## config.mk

```make
export PLATFORM = sky130hd
export DESIGN_NAME = wb_charlieplex
export DESIGN_NICKNAME = d
export VERILOG_FILES = /design/src/rtl/wb_charlieplex_pkg.sv /design/src/rtl/wb_charlieplex_scan.sv /design/src/rtl/wb_charlieplex.sv
export SDC_FILE = /design/constraint.sdc
export NUM_CORES = 1
export LEC_CHECK = 0
export ABC_CLOCK_PERIOD_IN_PS = 11400
export CORE_UTILIZATION = 60
export DETAILED_ROUTE_END_ITERATION = 8
export PLACE_DENSITY = 0.82
export SYNTH_ARGS = -nofsm -noshare
export SYNTH_HDL_FRONTEND = slang
export SYNTH_SLANG_ARGS = --single-unit
```

## constraint.sdc

```tcl
create_clock -name clk -period 11.4 [get_ports clk]
set_input_delay 1.71 -clock clk [delete_from_list [all_inputs] [get_ports clk]]
set_output_delay 1.71 -clock clk [all_outputs]
set_load 0.005 [all_outputs]
```

## src/rtl/wb_charlieplex_pkg.sv

```systemverilog
// Shared constants and the LED-index to pin-pair mapping for the charlieplex driver.
package wb_charlieplex_pkg;

  localparam int unsigned DEF_PINS     = 7;
  localparam int unsigned DEF_PWM_BITS = 4;
  localparam int unsigned DEF_CLK_DIV  = 1024;

  typedef struct packed {
    logic [7:0] anode;
    logic [7:0] cathode;
  } pin_map_t;

  // Each anode owns PINS-1 LEDs; the cathode skips over the anode's own pin.
  function automatic pin_map_t pin_map(input int unsigned k, input int unsigned pins);
    pin_map_t    m;
    int unsigned a;
    int unsigned j;
    a         = k / (pins - 1);
    j         = k % (pins - 1);
    m.anode   = 8'(a);
    m.cathode = 8'((j < a) ? j : j + 1);
    return m;
  endfunction

endpackage

```

## src/rtl/wb_charlieplex_scan.sv

```systemverilog
// Slot scanner: prescaler, PWM tick counter, LED index, active-level latch, pin registers.
// Macro WB_CHARLIEPLEX_BLANK_EN adds one dark tick at the end of every slot.
module wb_charlieplex_scan
  import wb_charlieplex_pkg::*;
#(
  parameter int unsigned PINS     = DEF_PINS,
  parameter int unsigned PWM_BITS = DEF_PWM_BITS,
  parameter int unsigned CLK_DIV  = DEF_CLK_DIV
) (
  input  logic                                i_clk,
  input  logic                                i_rst,
  input  logic [PWM_BITS-1:0]                 i_level_next,
  output logic [$clog2(PINS*(PINS-1))-1:0]    o_k_next,
  output logic [PINS-1:0]                     o_pins,
  output logic [PINS-1:0]                     o_oe
);

  localparam int unsigned LEDS = PINS * (PINS - 1);
  localparam int unsigned KW   = $clog2(LEDS);
  localparam int unsigned PW   = (CLK_DIV > 1) ? $clog2(CLK_DIV) : 1;
  localparam int unsigned TW   = PWM_BITS + 1;
`ifdef WB_CHARLIEPLEX_BLANK_EN
  localparam int unsigned T_LAST = 2 ** PWM_BITS;
`else
  localparam int unsigned T_LAST = 2 ** PWM_BITS - 1;
`endif

  logic [PW-1:0]       r_pre;
  logic [TW-1:0]       r_t;
  logic [KW-1:0]       r_k;
  logic [PWM_BITS-1:0] r_act;
  logic [PINS-1:0]     r_pins;
  logic [PINS-1:0]     r_oe;

  logic                w_tick;
  logic                w_lit;
  logic [KW-1:0]       w_k_next;
  logic [31:0]         w_k_int;
  pin_map_t            w_map;
  logic [PINS-1:0]     w_a_mask;
  logic [PINS-1:0]     w_c_mask;

  always_comb begin
    w_tick   = (r_pre == PW'(CLK_DIV - 1));
    w_k_next = (r_k == KW'(LEDS - 1)) ? '0 : r_k + 1'b1;
    w_k_int  = 32'(r_k);
    w_map    = pin_map(w_k_int, PINS);
    w_a_mask = PINS'(1) << w_map.anode;
    w_c_mask = PINS'(1) << w_map.cathode;
    // The blank tick (t = 2^PWM_BITS) always exceeds any level, so it stays dark.
    w_lit    = (r_t < {1'b0, r_act});
  end

  always_ff @(posedge i_clk) begin
    if (i_rst) begin
      r_pre  <= '0;
      r_t    <= '0;
      r_k    <= '0;
      r_act  <= '0;
      r_pins <= '0;
      r_oe   <= '0;
    end else begin
      r_pre <= w_tick ? '0 : r_pre + 1'b1;
      if (w_tick) begin
        if (r_t == TW'(T_LAST)) begin
          r_t   <= '0;
          r_k   <= w_k_next;
          r_act <= i_level_next;
        end else begin
          r_t <= r_t + 1'b1;
        end
      end
      r_oe   <= w_lit ? (w_a_mask | w_c_mask) : '0;
      r_pins <= w_lit ? w_a_mask : '0;
    end
  end

  assign o_k_next = w_k_next;
  assign o_pins   = r_pins;
  assign o_oe     = r_oe;

endmodule

```

## src/rtl/wb_charlieplex.sv

```systemverilog
// Wishbone classic slave holding per-LED PWM levels, driving a charlieplexed LED matrix.
// Macro WB_CHARLIEPLEX_BLANK_EN enables a dead tick per slot (see wb_charlieplex_scan).
module wb_charlieplex
  import wb_charlieplex_pkg::*;
#(
  parameter int unsigned PINS     = DEF_PINS,
  parameter int unsigned PWM_BITS = DEF_PWM_BITS,
  parameter int unsigned CLK_DIV  = DEF_CLK_DIV
) (
  input  logic                              clk,
  input  logic                              rst,
  input  logic                              wb_cyc,
  input  logic                              wb_stb,
  input  logic                              wb_we,
  input  logic [$clog2(PINS*(PINS-1))-1:0]  wb_adr,
  input  logic [7:0]                        wb_dat_i,
  output logic [7:0]                        wb_dat_o,
  output logic                              wb_ack,
  output logic [PINS-1:0]                   charlieplex_o,
  output logic [PINS-1:0]                   charlieplex_oe
);

  localparam int unsigned    LEDS   = PINS * (PINS - 1);
  localparam int unsigned    AW     = $clog2(LEDS);
  localparam logic [AW:0]    LEDS_W = LEDS[AW:0];

  logic [PWM_BITS-1:0] r_level [LEDS];
  logic                r_ack;
  logic [7:0]          r_dat;

  logic                w_req;
  logic                w_hit;
  logic [AW-1:0]       w_k_next;
  logic [PWM_BITS-1:0] w_level_next;

  always_comb begin
    w_req        = wb_cyc & wb_stb & ~r_ack;
    w_hit        = ({1'b0, wb_adr} < LEDS_W);
    w_level_next = r_level[w_k_next];
  end

  // Data is sampled on the edge that raises ack; out-of-range addresses ack with zero.
  always_ff @(posedge clk) begin
    if (rst) begin
      r_ack <= 1'b0;
      r_dat <= '0;
      for (int unsigned i = 0; i < LEDS; i++) begin
        r_level[i] <= '0;
      end
    end else begin
      r_ack <= w_req;
      r_dat <= '0;
      if (w_req && w_hit) begin
        if (wb_we) begin
          r_level[wb_adr] <= wb_dat_i[PWM_BITS-1:0];
        end else begin
          r_dat <= 8'(r_level[wb_adr]);
        end
      end
    end
  end

  wb_charlieplex_scan #(
    .PINS     (PINS),
    .PWM_BITS (PWM_BITS),
    .CLK_DIV  (CLK_DIV)
  ) u_scan (
    .i_clk        (clk),
    .i_rst        (rst),
    .i_level_next (w_level_next),
    .o_k_next     (w_k_next),
    .o_pins       (charlieplex_o),
    .o_oe         (charlieplex_oe)
  );

  assign wb_ack   = r_ack;
  assign wb_dat_o = r_dat;

endmodule

```

==> impl.org, run 1 <==
** Status
- The flow ran to the end, and the final reports show no timing, DRC or antenna violations.

** Placed design
- At the placement stage, the worst setup path has a slack of 6.15 ns.
- Placed cell count :: 1,679
- Detailed placement HPWL :: 27,000 microns
- Last weighted congestion value of the routability-driven placer :: 0.963
- In this run the tool buffered the top-level ports with 33 buffer cells.
- Summing all placed instances gives a cell area of 0.0162 sq mm.

** Worst setup path
- Critical Setup Path Class :: flip-flop to flip-flop
- Worst path required time :: 11.87 ns
- Setup slack on the worst reg-to-reg path comes out at 6.06 ns.
- Along the worst path, the maximum fanout reaches 21.
- The worst register-to-register path begins at u_scan.r_k[5].
- The number of cells on the worst reg-to-reg path is 17.
- The worst setup path is launched from a flip-flop.
- STA classifies the critical path endpoint as a flip-flop.
- Data arrival time of the worst path :: 5.81 ns
- The endpoint identified for the worst register-to-register timing path is u_scan.o_oe[1].

** Route
- Routed WL :: 41,700 microns
- Using the TritonRoute via totals, the vias-per-cell ratio works out to 6.85.
- Detailed-router iteration count before antenna repair :: 6
- Post-route DRC violation count :: 0
- The count of nets left with antenna violations once routing finished came out at 0.
- In this run, the number of DRC markers left after iteration 0 of detailed routing was 1,698.
- After detailed routing, the average wire length per cell comes to 24.1 microns.
- The routed layout has 11.9k vias.

** Layout
- Share of final-layout standard cells stronger than drive strength 1 :: 9.91%
- Number of antenna cells inserted :: 0
- Net count reported at finish :: 1,415
- Post-route design area :: 0.0172 sq mm
- Most used cells in the layout excluding fill and tap cells :: 256 x sky130_fd_sc_hd__edfxtp_1, 195 x sky130_fd_sc_hd__nor2_1, 92 x sky130_fd_sc_hd__mux2i_1, 92 x sky130_fd_sc_hd__conb_1, 79 x sky130_fd_sc_hd__a22oi_1
- Relative to the synthesized area, the layout overhead comes to 11.6%.
- Most frequent standard cell in the layout excluding fill and tap cells :: sky130_fd_sc_hd__edfxtp_1
- Cells fill 68.3% of the core in the end.
- Fin cells :: 1,732

** Pwr
- Switching Power :: 0.533 mW
- Power density normalized to cell area :: 140 mW/mm^2
- Combinational logic is responsible for 6.2% of the overall power.
- Power share of the clock group :: 40.9%
- Net switching is 22.2% of the power.
- Cell internal power was estimated by the tool at 1.87 mW.
- Worst voltage drop across the vdd grid :: 157 uV
- Part of the total power dissipated in sequential elements :: 52.9%
- Leak Pwr :: 6.35 nW
- Overall power consumption after layout is estimated at 2.41 mW.

** Global route
- M1 GR Usage :: 40.5%
- Leftover overflow at the end of global routing :: 0
- Global-route wire length before repair :: 63,100 microns
- GR Util met2 :: 49.8%
- Number of antenna violations at the first check in global routing :: 0
- Overall global routing resource usage :: 31.7%
- Busiest layer in global routing :: met2
- Met3 GRT Util :: 7.94%
- Pin count of the biggest net entering global routing :: 75
- The number of global-route vias before repair was 11.4k.

** Flow run
- Max-cap violations in this run came to 0.

** Floorplan
- After floorplanning, the core was sized to cover 0.0252 sq mm.
- Vertical extent of the die :: 162 microns
- Die outline area :: 0.0263 sq mm
- The die is 162 microns wide.
- Starting density of the core :: 61.2%
- After floorplanning, the core was divided into 58 placement rows.
- Boundary pin count :: 42

** Synthesis
- The netlist uses 82 different library cells.
- Post-synth ARST share :: 0%
- Among all flip-flop cells after synthesis, the most frequent one is sky130_fd_sc_hd__edfxtp_1.
- Number of enable flip-flop cells after synthesis :: 256
- Count of warnings emitted by yosys :: 0
- Register bit total from synthesis :: 300
- Synthesis produced 1,314 cells.
- Synthesized area :: 0.0154 sq mm
- Mean area per synthesized cell :: 11.7 sq um
- After synthesis, flip-flops and latches occupy 55.6% of the total area.

** Timing
- Least setup slack across all paths after layout :: 6.06 ns
- Worst clock skew on the final layout :: 0.0123 ns
- Headroom to the max-slew limit came out at 26.9%.
- Highest Clock Rate :: 0.187 GHz
- Setup tns final :: 0 ns
- Setup repair after global routing missed its margin :: false
- At the pin with the least slew margin, the transition time is 1.10 ns.
- Setup violations remaining at the end of the flow were counted as 0.
- Fin. max-slew vios :: 0
- Post-route minimum period :: 5.34 ns
- Hold_ws :: 0.467 ns
- The count of endpoints failing hold in the final timing report was 0.
- Dividing the final minimum period by the clock period gives 46.8%.

** CTS
- In this run the number of H-tree levels came out at 1.
- After clock tree synthesis, the repair step resized 0 gates.
- Number of sinks driven by the clock tree :: 300
- Number of buffers inserted during clock tree synthesis :: 30
- Clock latency on the worst-skew pair, taken at its later pin, is 0.55 ns.
- Buffer count from post-CTS setup fixing :: 0
- CTS hold repair buffers :: 0
- CTS tree :: yes
- Clock-pin slew was measured on the worst setup and hold paths at 0.06 ns.
- CTS Buffer Depth :: 3
- In this run the clock root is driven by a sky130_fd_sc_hd__clkbuf_16.

** Worst hold path
- Worst hold path endpoint :: u_scan.r_pre[0]
- Worst Hold Path Cells :: 1
- Beginning of the worst hold path :: u_scan.r_pre[0]
- Worst min-delay path class :: flip-flop to flip-flop
[synth_stat cells, types with 13 or more instances]
master / count / area (sq um)
sky130_fd_sc_hd__a221oi_1: 23 / 201
sky130_fd_sc_hd__ha_1: 15 / 188
sky130_fd_sc_hd__buf_2: 14 / 70.1
sky130_fd_sc_hd__inv_1: 16 / 60.1
sky130_fd_sc_hd__nand2_1: 74 / 278
sky130_fd_sc_hd__and3_1: 26 / 163
sky130_fd_sc_hd__clkbuf_1: 84 / 315
sky130_fd_sc_hd__dfxtp_1: 44 / 881
sky130_fd_sc_hd__a22o_1: 21 / 184
sky130_fd_sc_hd__o21bai_1: 21 / 158
sky130_fd_sc_hd__edfxtp_1: 256 / 7690
sky130_fd_sc_hd__a31oi_1: 14 / 87.6
sky130_fd_sc_hd__a21oi_1: 17 / 85.1
sky130_fd_sc_hd__a22oi_1: 79 / 593
sky130_fd_sc_hd__mux2i_1: 92 / 921
sky130_fd_sc_hd__mux4_2: 32 / 721
sky130_fd_sc_hd__nor2_1: 197 / 739
sky130_fd_sc_hd__o211ai_1: 13 / 97.6
sky130_fd_sc_hd__a21o_1: 20 / 150
sky130_fd_sc_hd__nand3_1: 19 / 95.1
sky130_fd_sc_hd__nand4_1: 17 / 106
sky130_fd_sc_hd__o22ai_1: 66 / 413
[metal layers]
layer,vias to the layer above,share of wire (%)
li1,5119,-
met4,0,5.9
met1,5651,35
met5,-,0
met3,192,13
met2,901,46
[how the worst max path moves through the flow]
stage	from	endpoint	slack, ns	depth (start not counted)
floorplan	u_scan.r_k[4]	u_scan.o_oe[1]	7.03	20
global placement	wb_adr[5]	r_level[8][0]	6.28	5
detailed placement	wb_adr[5]	r_level[9][3]	6.15	5
CTS	u_scan.r_k[5]	u_scan.o_oe[4]	6.13	17
global route	u_scan.r_k[5]	u_scan.o_oe[4]	5.76	17
finish	u_scan.r_k[5]	u_scan.o_oe[1]	6.06	17
[power by group through the flow]
stage / clock [mW] / combinational, mW / sequential [mW]
6_report: 0.985 / 0.149 / 1.27
2_1_floorplan: 0 / 0.0938 / 1.28
3_5_place_dp: 0 / 0.142 / 1.29
4_1_cts: 0.990 / 0.143 / 1.27
3_3_place_gp: 0 / 0.138 / 1.29
5_1_grt: 1.03 / 0.157 / 1.28
[area by class of cell]
type / count / area, sq um
Inverter: 20 / 75.1
Timing Repair Buffer: 57 / 505
Sequential cell: 300 / 8570
Clock buffer: 32 / 779
Multi-Input combinational cell: 972 / 6670
Clock inverter: 21 / 200
Tap cell: 330 / 413
Fill cell: 1796 / 7970
[flip-flops by register name, summed over array words and instances, names as in the netlist]
name           count
r_level          256
u_scan.o_oe        7
u_scan.o_pins      7
u_scan.r_act       4
u_scan.r_k         6
u_scan.r_pre      10
u_scan.r_t         5
wb_ack             1
wb_dat_o           4
[worst max-delay path, cell delays in order, from the launching register on]
cell and delay, ns:
sky130_fd_sc_hd__dfxtp_1 0.82, sky130_fd_sc_hd__ha_1 0.38, sky130_fd_sc_hd__nor2b_1 0.12, sky130_fd_sc_hd__and2_1 0.18
sky130_fd_sc_hd__o311ai_0 0.41, sky130_fd_sc_hd__o211ai_1 0.17, sky130_fd_sc_hd__ha_1 0.24, sky130_fd_sc_hd__a211oi_2 0.36
sky130_fd_sc_hd__o21ai_2 0.14, sky130_fd_sc_hd__and2_1 0.26, sky130_fd_sc_hd__inv_1 0.14, sky130_fd_sc_hd__ha_1 0.26
sky130_fd_sc_hd__a211o_1 0.31, sky130_fd_sc_hd__a221oi_1 0.26, sky130_fd_sc_hd__a21boi_2 0.47, sky130_fd_sc_hd__mux2i_1 0.35
sky130_fd_sc_hd__o21ai_2 0.13, sky130_fd_sc_hd__o32ai_2 0.25
[kinds of logic (layout without fill, tap and decap cells)]
| family | Yosys count | in the layout | synth area share (%) |
|---|---|---|---|
| simple gates | 395 | 395 | 11.8 |
| compound gates | 329 | 329 | 16.0 |
| fa+ha+maj | 15 | 15 | 1.22 |
| other cells | 1 | 92 | 0.0243 |
| mux | 124 | 124 | 10.6 |
| flops | 300 | 300 | 55.6 |
| buf+inv | 133 | 130 | 3.62 |
| xor+xnor | 17 | 17 | 1.09 |
No activity file was read; power rests on OpenSTA's default activity.
==> run 2, diff against run 1 <==
--- a/config.mk
+++ b/config.mk
@@ -5,10 +5,10 @@
 export SDC_FILE = /design/constraint.sdc
 export NUM_CORES = 1
 export LEC_CHECK = 0
-export ABC_CLOCK_PERIOD_IN_PS = 11400
-export CORE_UTILIZATION = 60
+export ABC_CLOCK_PERIOD_IN_PS = 4450
+export CORE_UTILIZATION = 56
 export DETAILED_ROUTE_END_ITERATION = 8
-export PLACE_DENSITY = 0.82
+export PLACE_DENSITY = 0.8
 export SYNTH_ARGS = -nofsm -noshare
 export SYNTH_HDL_FRONTEND = slang
 export SYNTH_SLANG_ARGS = --single-unit
==> constraint.sdc (replaced) <==
create_clock -name clk -period 4.45 [get_ports clk]
set_input_delay 0.6675 -clock clk [delete_from_list [all_inputs] [get_ports clk]]
set_output_delay 0.6675 -clock clk [all_outputs]
set_load 0.005 [all_outputs]
==> impl.org, run 2 (synthesis results as in run 1) <==
** Layout
- Fill cells :: 1,993 (was 1,796)
- Biggest regs: r_level: 256 flops, u_scan.r_pre: 10 flops (unchanged).
- Most frequent standard cell in the layout excluding fill and tap cells :: sky130_fd_sc_hd__edfxtp_1 (unchanged)
- Net count reported at finish :: 1,446 (was 1,415)
- Area grow syn2layout :: 14.2% (was 11.6%)
- Number of antenna cells inserted :: 0 (unchanged)
- Share of final-layout standard cells stronger than drive strength 1 :: 11.9% (was 9.91%)
- Area of combinational cells with multiple inputs :: 0.00668 sq mm (was 0.00667 sq mm)
- The number of flip-flops in the largest register came to 256 (unchanged).
- Most used cells in the layout excluding fill and tap cells: 256 x sky130_fd_sc_hd__edfxtp_1, 195 x sky130_fd_sc_hd__nor2_1, 92 x sky130_fd_sc_hd__mux2i_1, 92 x sky130_fd_sc_hd__conb_1, 79 x sky130_fd_sc_hd__a22oi_1 (unchanged).
- The flip-flop and latch area came to 0.00857 sq mm (unchanged).
- The register with the most flip-flops is r_level (unchanged).

** Pwr
- The power share of the combinational group was 6.2% (about the same).
- The fraction of power spent switching nets is 22.3% (was 22.2%).
- The maximum resistive drop on vdd came to 335 uV (was 157 uV).
- The power share of the clock group was 42.4% (was 40.9%).
- Overall power consumption :: 6.35 mW (was 2.41 mW)
- Cell Int Power :: 4.93 mW (was 1.87 mW)
- Part of the total power dissipated in sequential elements :: 51.4% (was 52.9%)
- Switching Power :: 1.42 mW (was 0.533 mW)
- The areal power density over the cells came to 360 mW/mm^2 (was 140 mW/mm^2).
- Leak Pwr :: 6.57 nW (was 6.35 nW)

** CTS
- CTS H-Tree Depth :: 2 (was 1)
- Number of sinks driven by the clock tree :: 300 (unchanged)
- The clock tree from TritonCTS is yes (unchanged).
- The clock insertion delay at the later pin of the skew report came to 0.51 ns (was 0.55 ns).
- Clock tree root driver cell :: sky130_fd_sc_hd__clkbuf_16 (unchanged)
- Number of buffers inserted during clock tree synthesis :: 34 (was 30)
- The maximum root-to-sink buffer count was 3 (unchanged).
- The clock edge transition at the registers on the reported setup and hold paths came to 0.06 ns (about the same).

** Timing
- The clock tree skew after final layout came to 0.0166 ns (was 0.0123 ns).
- Worst slew margin :: 36.3% (was 26.9%)
- The final setup violation count was 0 (unchanged).
- Final hold vios :: 0 (unchanged)
- Post-route minimum period :: 4.23 ns (was 5.34 ns)
- The setup TNS after final layout is 0 ns (unchanged).
- Setup repair after global routing missed its margin: false (unchanged).
- The fraction of the cycle the final worst path needs was 95.1% (was 46.8%).
- Highest Clock Rate :: 0.236 GHz (was 0.187 GHz)
- Slew at the pin with the worst max-slew slack :: 0.956 ns (was 1.10 ns)
- Fin. max-slew vios :: 0 (unchanged)

** Worst hold path
- The path type of the worst min-delay path is input port to flip-flop (was flip-flop to flip-flop).
- Beginning of the worst hold path :: rst (was u_scan.r_pre[0])

** Worst setup path
- Startpoint type of the worst setup path :: flip-flop (unchanged)
- The critical path capture point type is a flip-flop (unchanged).
- The classification of the worst setup path was flip-flop to flip-flop (unchanged).
- Startpoint of the worst setup timing path :: u_scan.r_k[5] (unchanged)
- Highest net fanout along the worst path :: 6 (was 21)
- The required arrival time at the worst endpoint was 4.87 ns (was 11.87 ns).
- The data arrival time of the worst path is 4.65 ns (was 5.81 ns).
- Critical register-to-register path startpoint :: u_scan.r_k[5] (unchanged)

** Global route
- Leftover overflow at the end of global routing :: 0 (unchanged)
- The initial antenna violation count was 2 (was 0).
- Overall global routing resource usage :: 30.7% (was 31.7%)
- The number of global-route vias before repair came to 11.9k (was 11.4k).
- The first-pass GRT wire length is 66,000 microns (was 63,100 microns).
- The maximum number of pins on one net before global-route repair came to 85 (was 75).

** Floorplan
- Die outline area :: 0.0282 sq mm (was 0.0263 sq mm)
- Vertical extent of the die :: 168 microns (was 162 microns)
- The row count came to 60 (was 58).
- The die span in x came to 168 microns (was 162 microns).
- The core outline area is 0.0270 sq mm (was 0.0252 sq mm).
- The top-level I/O count came to 42 (unchanged).
- The initial cell density of the core came to 57.2% (was 61.2%).

** Status
- Result of the run :: complete, no violations (unchanged)

** Route
- Drt first-iter violations :: 1,818 (was 1,698)
- The routed length per instance came to 24.2 microns (was 24.1 microns).
- Detailed-route via count :: 12.0k (was 11.9k)
- Detailed-router iteration count before antenna repair :: 6 (unchanged)
- The number of nets with antenna violations after routing was 0 (unchanged).
- Post-route DRC violation count :: 0 (unchanged)
- Drt via density :: 6.77 (was 6.85)
- The final routed wirelength across all metal layers is 43,000 microns (was 41,700 microns).

** Placed design
- The final RePlAce weighted congestion was 0.971 (was 0.963).
- Detailed placement HPWL :: 28,400 microns (was 27,000 microns)
- The number of buffers inserted by port buffering was 33 (unchanged).

** Flow run
- Max-capacitance violation count :: 0 (unchanged)
[run 2: cell count changes in the layout (fill, tap and decap cells not counted), moves of 2 or more]
cell	before	now
sky130_fd_sc_hd__buf_4	24	44
sky130_fd_sc_hd__clkbuf_1	1	10
sky130_fd_sc_hd__buf_12	0	7
sky130_fd_sc_hd__clkinv_1	9	2
sky130_fd_sc_hd__clkbuf_16	31	36
sky130_fd_sc_hd__bufinv_16	4	1
sky130_fd_sc_hd__clkbuf_8	0	3
sky130_fd_sc_hd__clkbuf_4	0	2
sky130_fd_sc_hd__inv_6	0	2
[run 2: stage by stage]
step | instances | utilization [%] | area [sq um] | hold slack, ns | setup WS (ns)
finish | 1777 | 65.3 | 17600 | 0.429 | 0.219
global route | 1777 | 65.3 | 17600 | 0.433 | 0.000681
CTS | 1776 | 65.3 | 17600 | 0.423 | 0.105
detailed placement | 1716 | 61.3 | 16500 | 0.465 | 0.131
global placement | 1716 | 61.3 | 16500 | 0.443 | 0.257
floorplan | 1405 | - | 15800 | 0.430 | 0.0762
[run 2: cell type report]
class                   count  share of cell area (%)
flip-flops and latches    300                    48.7
well taps                 341                    2.42
clock inverters             9                   0.426
repair buffers             84                    4.52
clock buffers              51                    5.65
multi-input cells         972                    37.9
inverters                  20                   0.426
[run 2: worst paths after layout]
path / depth (start not counted) / end / slack, ns
min reg2reg: 2 / u_scan.r_act[3] / 0.47
min: 2 / wb_ack / 0.43
max: 18 / u_scan.o_oe[1] / 0.22
max reg2reg: 18 / u_scan.o_oe[1] / 0.22
[run 2: what timing repair did]
item / CTS / global route
resized for setup: 0 / 2
setup buffers: 0 / 1
hold buffers: 0 / 0
setup endpoints to repair: 0 / 7
[run 2: power by group through the flow]
stage,Combinational (mW),Sequential (mW),Clock (mW)
3_5_place_dp,0.377,3.31,0
4_1_cts,0.379,3.26,2.71
2_1_floorplan,0.240,3.29,0
6_report,0.394,3.26,2.69
3_3_place_gp,0.368,3.31,0
5_1_grt,0.416,3.27,2.82
[run 2: per-layer routing]
layer	global-route usage (%)	routed length, microns	share of wire, %
met5	0	0	0
met4	16.8	2460	5.7
met3	7.57	5600	13
met2	48.8	19700	46
met1	38.8	15200	35
[run 2: worst max-delay path: stages (launching register included)]
cell and delay [ns]:
sky130_fd_sc_hd__dfxtp_1 0.32, sky130_fd_sc_hd__ha_1 0.27, sky130_fd_sc_hd__nor2b_1 0.19, sky130_fd_sc_hd__and2_1 0.16, sky130_fd_sc_hd__o311ai_1 0.35, sky130_fd_sc_hd__o211ai_1 0.16
sky130_fd_sc_hd__ha_1 0.23, sky130_fd_sc_hd__a211oi_2 0.20, sky130_fd_sc_hd__o21ai_2 0.12, sky130_fd_sc_hd__and2_1 0.18, sky130_fd_sc_hd__inv_1 0.12, sky130_fd_sc_hd__ha_1 0.26
sky130_fd_sc_hd__a211o_1 0.29, sky130_fd_sc_hd__a221oi_1 0.25, sky130_fd_sc_hd__a21boi_4 0.30, sky130_fd_sc_hd__buf_4 0.17, sky130_fd_sc_hd__o41a_1 0.22, sky130_fd_sc_hd__o21ai_2 0.11
sky130_fd_sc_hd__o32ai_2 0.25
==> run 3, diff against run 2 <==
--- a/config.mk
+++ b/config.mk
@@ -8,6 +8,7 @@
 export ABC_CLOCK_PERIOD_IN_PS = 4450
 export CORE_UTILIZATION = 56
 export DETAILED_ROUTE_END_ITERATION = 8
+export MAX_ROUTING_LAYER = met4
 export PLACE_DENSITY = 0.8
 export SYNTH_ARGS = -nofsm -noshare
 export SYNTH_HDL_FRONTEND = slang
==> impl.org, run 3 (synthesis results as in run 1) <==
** Pwr
- The areal power density over the cells was 366 mW/mm^2 (was 360 mW/mm^2).
- The maximum resistive drop on vdd is 392 uV (was 335 uV).
- The static leakage is 6.55 nW (was 6.57 nW).
- Overall power consumption :: 6.45 mW (was 6.35 mW)

** Layout
- Fin cells :: 1,773 (was 1,777)
- The post-route cell area came to 0.0176 sq mm (about the same).
- Net count reported at finish :: 1,443 (was 1,446)
- Max FFs per register :: 256 (unchanged)
- Finished Core Util :: 65.4% (was 65.3%)
- Number of antenna cells inserted :: 0 (unchanged)
- Most used cells in the layout excluding fill and tap cells: 256 x sky130_fd_sc_hd__edfxtp_1, 195 x sky130_fd_sc_hd__nor2_1, 92 x sky130_fd_sc_hd__conb_1 (was 256 x sky130_fd_sc_hd__edfxtp_1, 195 x sky130_fd_sc_hd__nor2_1, 92 x sky130_fd_sc_hd__mux2i_1, 92 x sky130_fd_sc_hd__conb_1, 79 x sky130_fd_sc_hd__a22oi_1).
- The commonest non-fill, non-tap cell in the layout is sky130_fd_sc_hd__edfxtp_1 (unchanged).
- The area growth from synthesis to layout was 14.3% (was 14.2%).
- The fraction of final layout cells sized beyond drive strength 1 is 12.2% (was 11.9%).
- Biggest regs :: r_level: 256 flops, u_scan.r_pre: 10 flops (unchanged)
- The register with the most flip-flops is r_level (unchanged).

** Timing
- The fraction of the cycle the final worst path needs came to 93.8% (was 95.1%).
- The clock tree skew after final layout came to 0.0148 ns (was 0.0166 ns).
- The slew at the pin closest to its max-slew limit was 1.27 ns (was 0.956 ns).
- Final hold vios :: 0 (unchanged)
- Hold_ws :: 0.385 ns (was 0.429 ns)
- The final worst slack came to 0.277 ns (was 0.219 ns).
- The highest achievable clock rate came to 0.240 GHz (was 0.236 GHz).
- Setup tns final :: 0 ns (unchanged)
- The minimum clock period after layout was 4.17 ns (was 4.23 ns).
- The number of slew-limit violations in the final report was 0 (unchanged).
- Setup repair after global routing missed its margin: false (unchanged).
- Worst slew margin :: 14.9% (was 36.3%)
- # setup viols final :: 0 (unchanged)

** Floorplan
- Die outline area :: 0.0282 sq mm (unchanged)
- The row count is 60 (unchanged).
- Vertical extent of the die :: 168 microns (unchanged)
- The initial cell density of the core is 57.2% (unchanged).
- Core Area :: 0.0270 sq mm (unchanged)
- The top-level I/O count came to 42 (unchanged).
- The die span in x is 168 microns (unchanged).

** Route
- Met2 wire length :: 20,300 microns (was 19,700 microns)
- The initial DRC count was 1,817 (was 1,818).
- The number of design rule violations left after detail routing is 0 (unchanged).
- Number of nets still failing antenna checks after routing :: 0 (unchanged)
- The uppermost metal layer occupied by signal nets was met4 (unchanged).
- The vias after detailed routing came to 12.2k (was 12.0k).
- The count of TritonRoute iterations in the first routing pass came to 8 (was 6).
- Drt via density :: 6.86 (was 6.77)
- The final routed wirelength across all metal layers is 43,400 microns (was 43,000 microns).
- The met1 layer wirelength in the final routing is 15,600 microns (was 15,200 microns).
- The met3 wire length was 5280 microns (was 5600 microns).
- The routed length per instance was 24.5 microns (was 24.2 microns).

** Placed design
- Placed cell count :: 1,716 (unchanged)
- The post-placement worst setup slack is 0.137 ns (was 0.131 ns).
- The final RePlAce weighted congestion is 0.973 (was 0.971).
- Port Buffers :: 33 (unchanged)
- Detailed placement HPWL :: 28,900 microns (was 28,400 microns)
- Area after detailed placement :: 0.0165 sq mm (about the same)

** Worst setup path
- Critical Setup Path Class :: flip-flop to flip-flop (unchanged)
- The kind of launch point of the worst setup path is a flip-flop (unchanged).
- The critical path capture point type is a flip-flop (unchanged).
- Worst path required time :: 4.92 ns (was 4.87 ns)
- Data arrival time of the worst path :: 4.65 ns (about the same)
- Highest net fanout along the worst path :: 6 (unchanged)

** CTS
- Number of buffers inserted during clock tree synthesis :: 31 (was 34)
- The clock sink count was 300 (unchanged).
- CTS tree :: yes (unchanged)
- The cell at the root of the clock tree is sky130_fd_sc_hd__clkbuf_16 (unchanged).
- CTS Buffer Depth :: 3 (unchanged)
- The clock insertion delay at the later pin of the skew report is 0.56 ns (was 0.51 ns).
- CTS H-Tree Depth :: 1 (was 2)
- Clock input transition at the sequential cells of the worst setup and hold paths :: 0.06 ns (about the same)
- CTS hold repair buffers :: 0 (unchanged)

** Global route
- Leftover overflow at the end of global routing :: 0 (unchanged)
- Number of antenna violations at the first check in global routing :: 0 (was 2)
- The aggregate global-route resource usage is 31.7% (was 30.7%).
- Pin count of the biggest net entering global routing :: 89 (was 85)
- Via count of the first global-routing pass :: 11.7k (was 11.9k)
- Global-route wire length before repair :: 66,300 microns (was 66,000 microns)

** Flow run
- The number of max-cap violations is 0 (unchanged).

** Status
- Result of the run :: complete, no violations (unchanged)

** Worst hold path
- The path type of the worst min-delay path was input port to flip-flop (unchanged).
-- run 3: timing repair --
item,in CTS,in global routing
gates resized for setup,0,4
setup endpoints to repair,0,7
setup buffers,0,1
-- run 3: layer usage --
layer | up-vias | GRT usage [%]
li1 | 5178 | -
met1 | 5862 | 39.5
met2 | 936 | 49.7
met3 | 195 | 6.77
met4 | 0 | 15.2
met5 | - | -
-- run 3: worst paths after layout --
path                            slack [ns]  cells past startpoint               to            start
worst max-delay path                  0.28                     18   u_scan.o_oe[4]    u_scan.r_k[4]
worst max register to register        0.28                     18   u_scan.o_oe[4]    u_scan.r_k[4]
worst min register to register        0.46                      1  u_scan.r_pre[0]  u_scan.r_pre[0]
worst min-delay path                  0.39                      2           wb_ack              rst
-- run 3: critical path: stages (launching register included) --
cell and delay (ns):
sky130_fd_sc_hd__dfxtp_1 0.32, sky130_fd_sc_hd__ha_2 0.38, sky130_fd_sc_hd__nor2b_1 0.09, sky130_fd_sc_hd__and2_1 0.16, sky130_fd_sc_hd__o311ai_1 0.31, sky130_fd_sc_hd__o211ai_1 0.15, sky130_fd_sc_hd__ha_1 0.23, sky130_fd_sc_hd__a211oi_2 0.23
sky130_fd_sc_hd__o21ai_2 0.12, sky130_fd_sc_hd__and2_1 0.18, sky130_fd_sc_hd__inv_1 0.11, sky130_fd_sc_hd__ha_1 0.26, sky130_fd_sc_hd__a211o_1 0.30, sky130_fd_sc_hd__a221oi_1 0.24, sky130_fd_sc_hd__a21boi_4 0.32, sky130_fd_sc_hd__buf_4 0.17
sky130_fd_sc_hd__a31oi_1 0.08, sky130_fd_sc_hd__a21o_1 0.18, sky130_fd_sc_hd__o32ai_1 0.25
-- run 3: where the power goes --
group / internal, mW / switching (mW)
clock: 1.68 / 1.10
combinational: 0.141 / 0.257
sequential: 3.18 / 0.0786
total: 5.01 / 1.44
-- run 3: final cells by class --
type                    instances  area (sq um)
repair buffers                 84           783
clock buffers                  35           791
inverters                      20          75.1
fillers                      1984          9330
clock inverters                21           299
well taps                     341           427
multi-input cells             972          6680
flip-flops and latches        300          8570
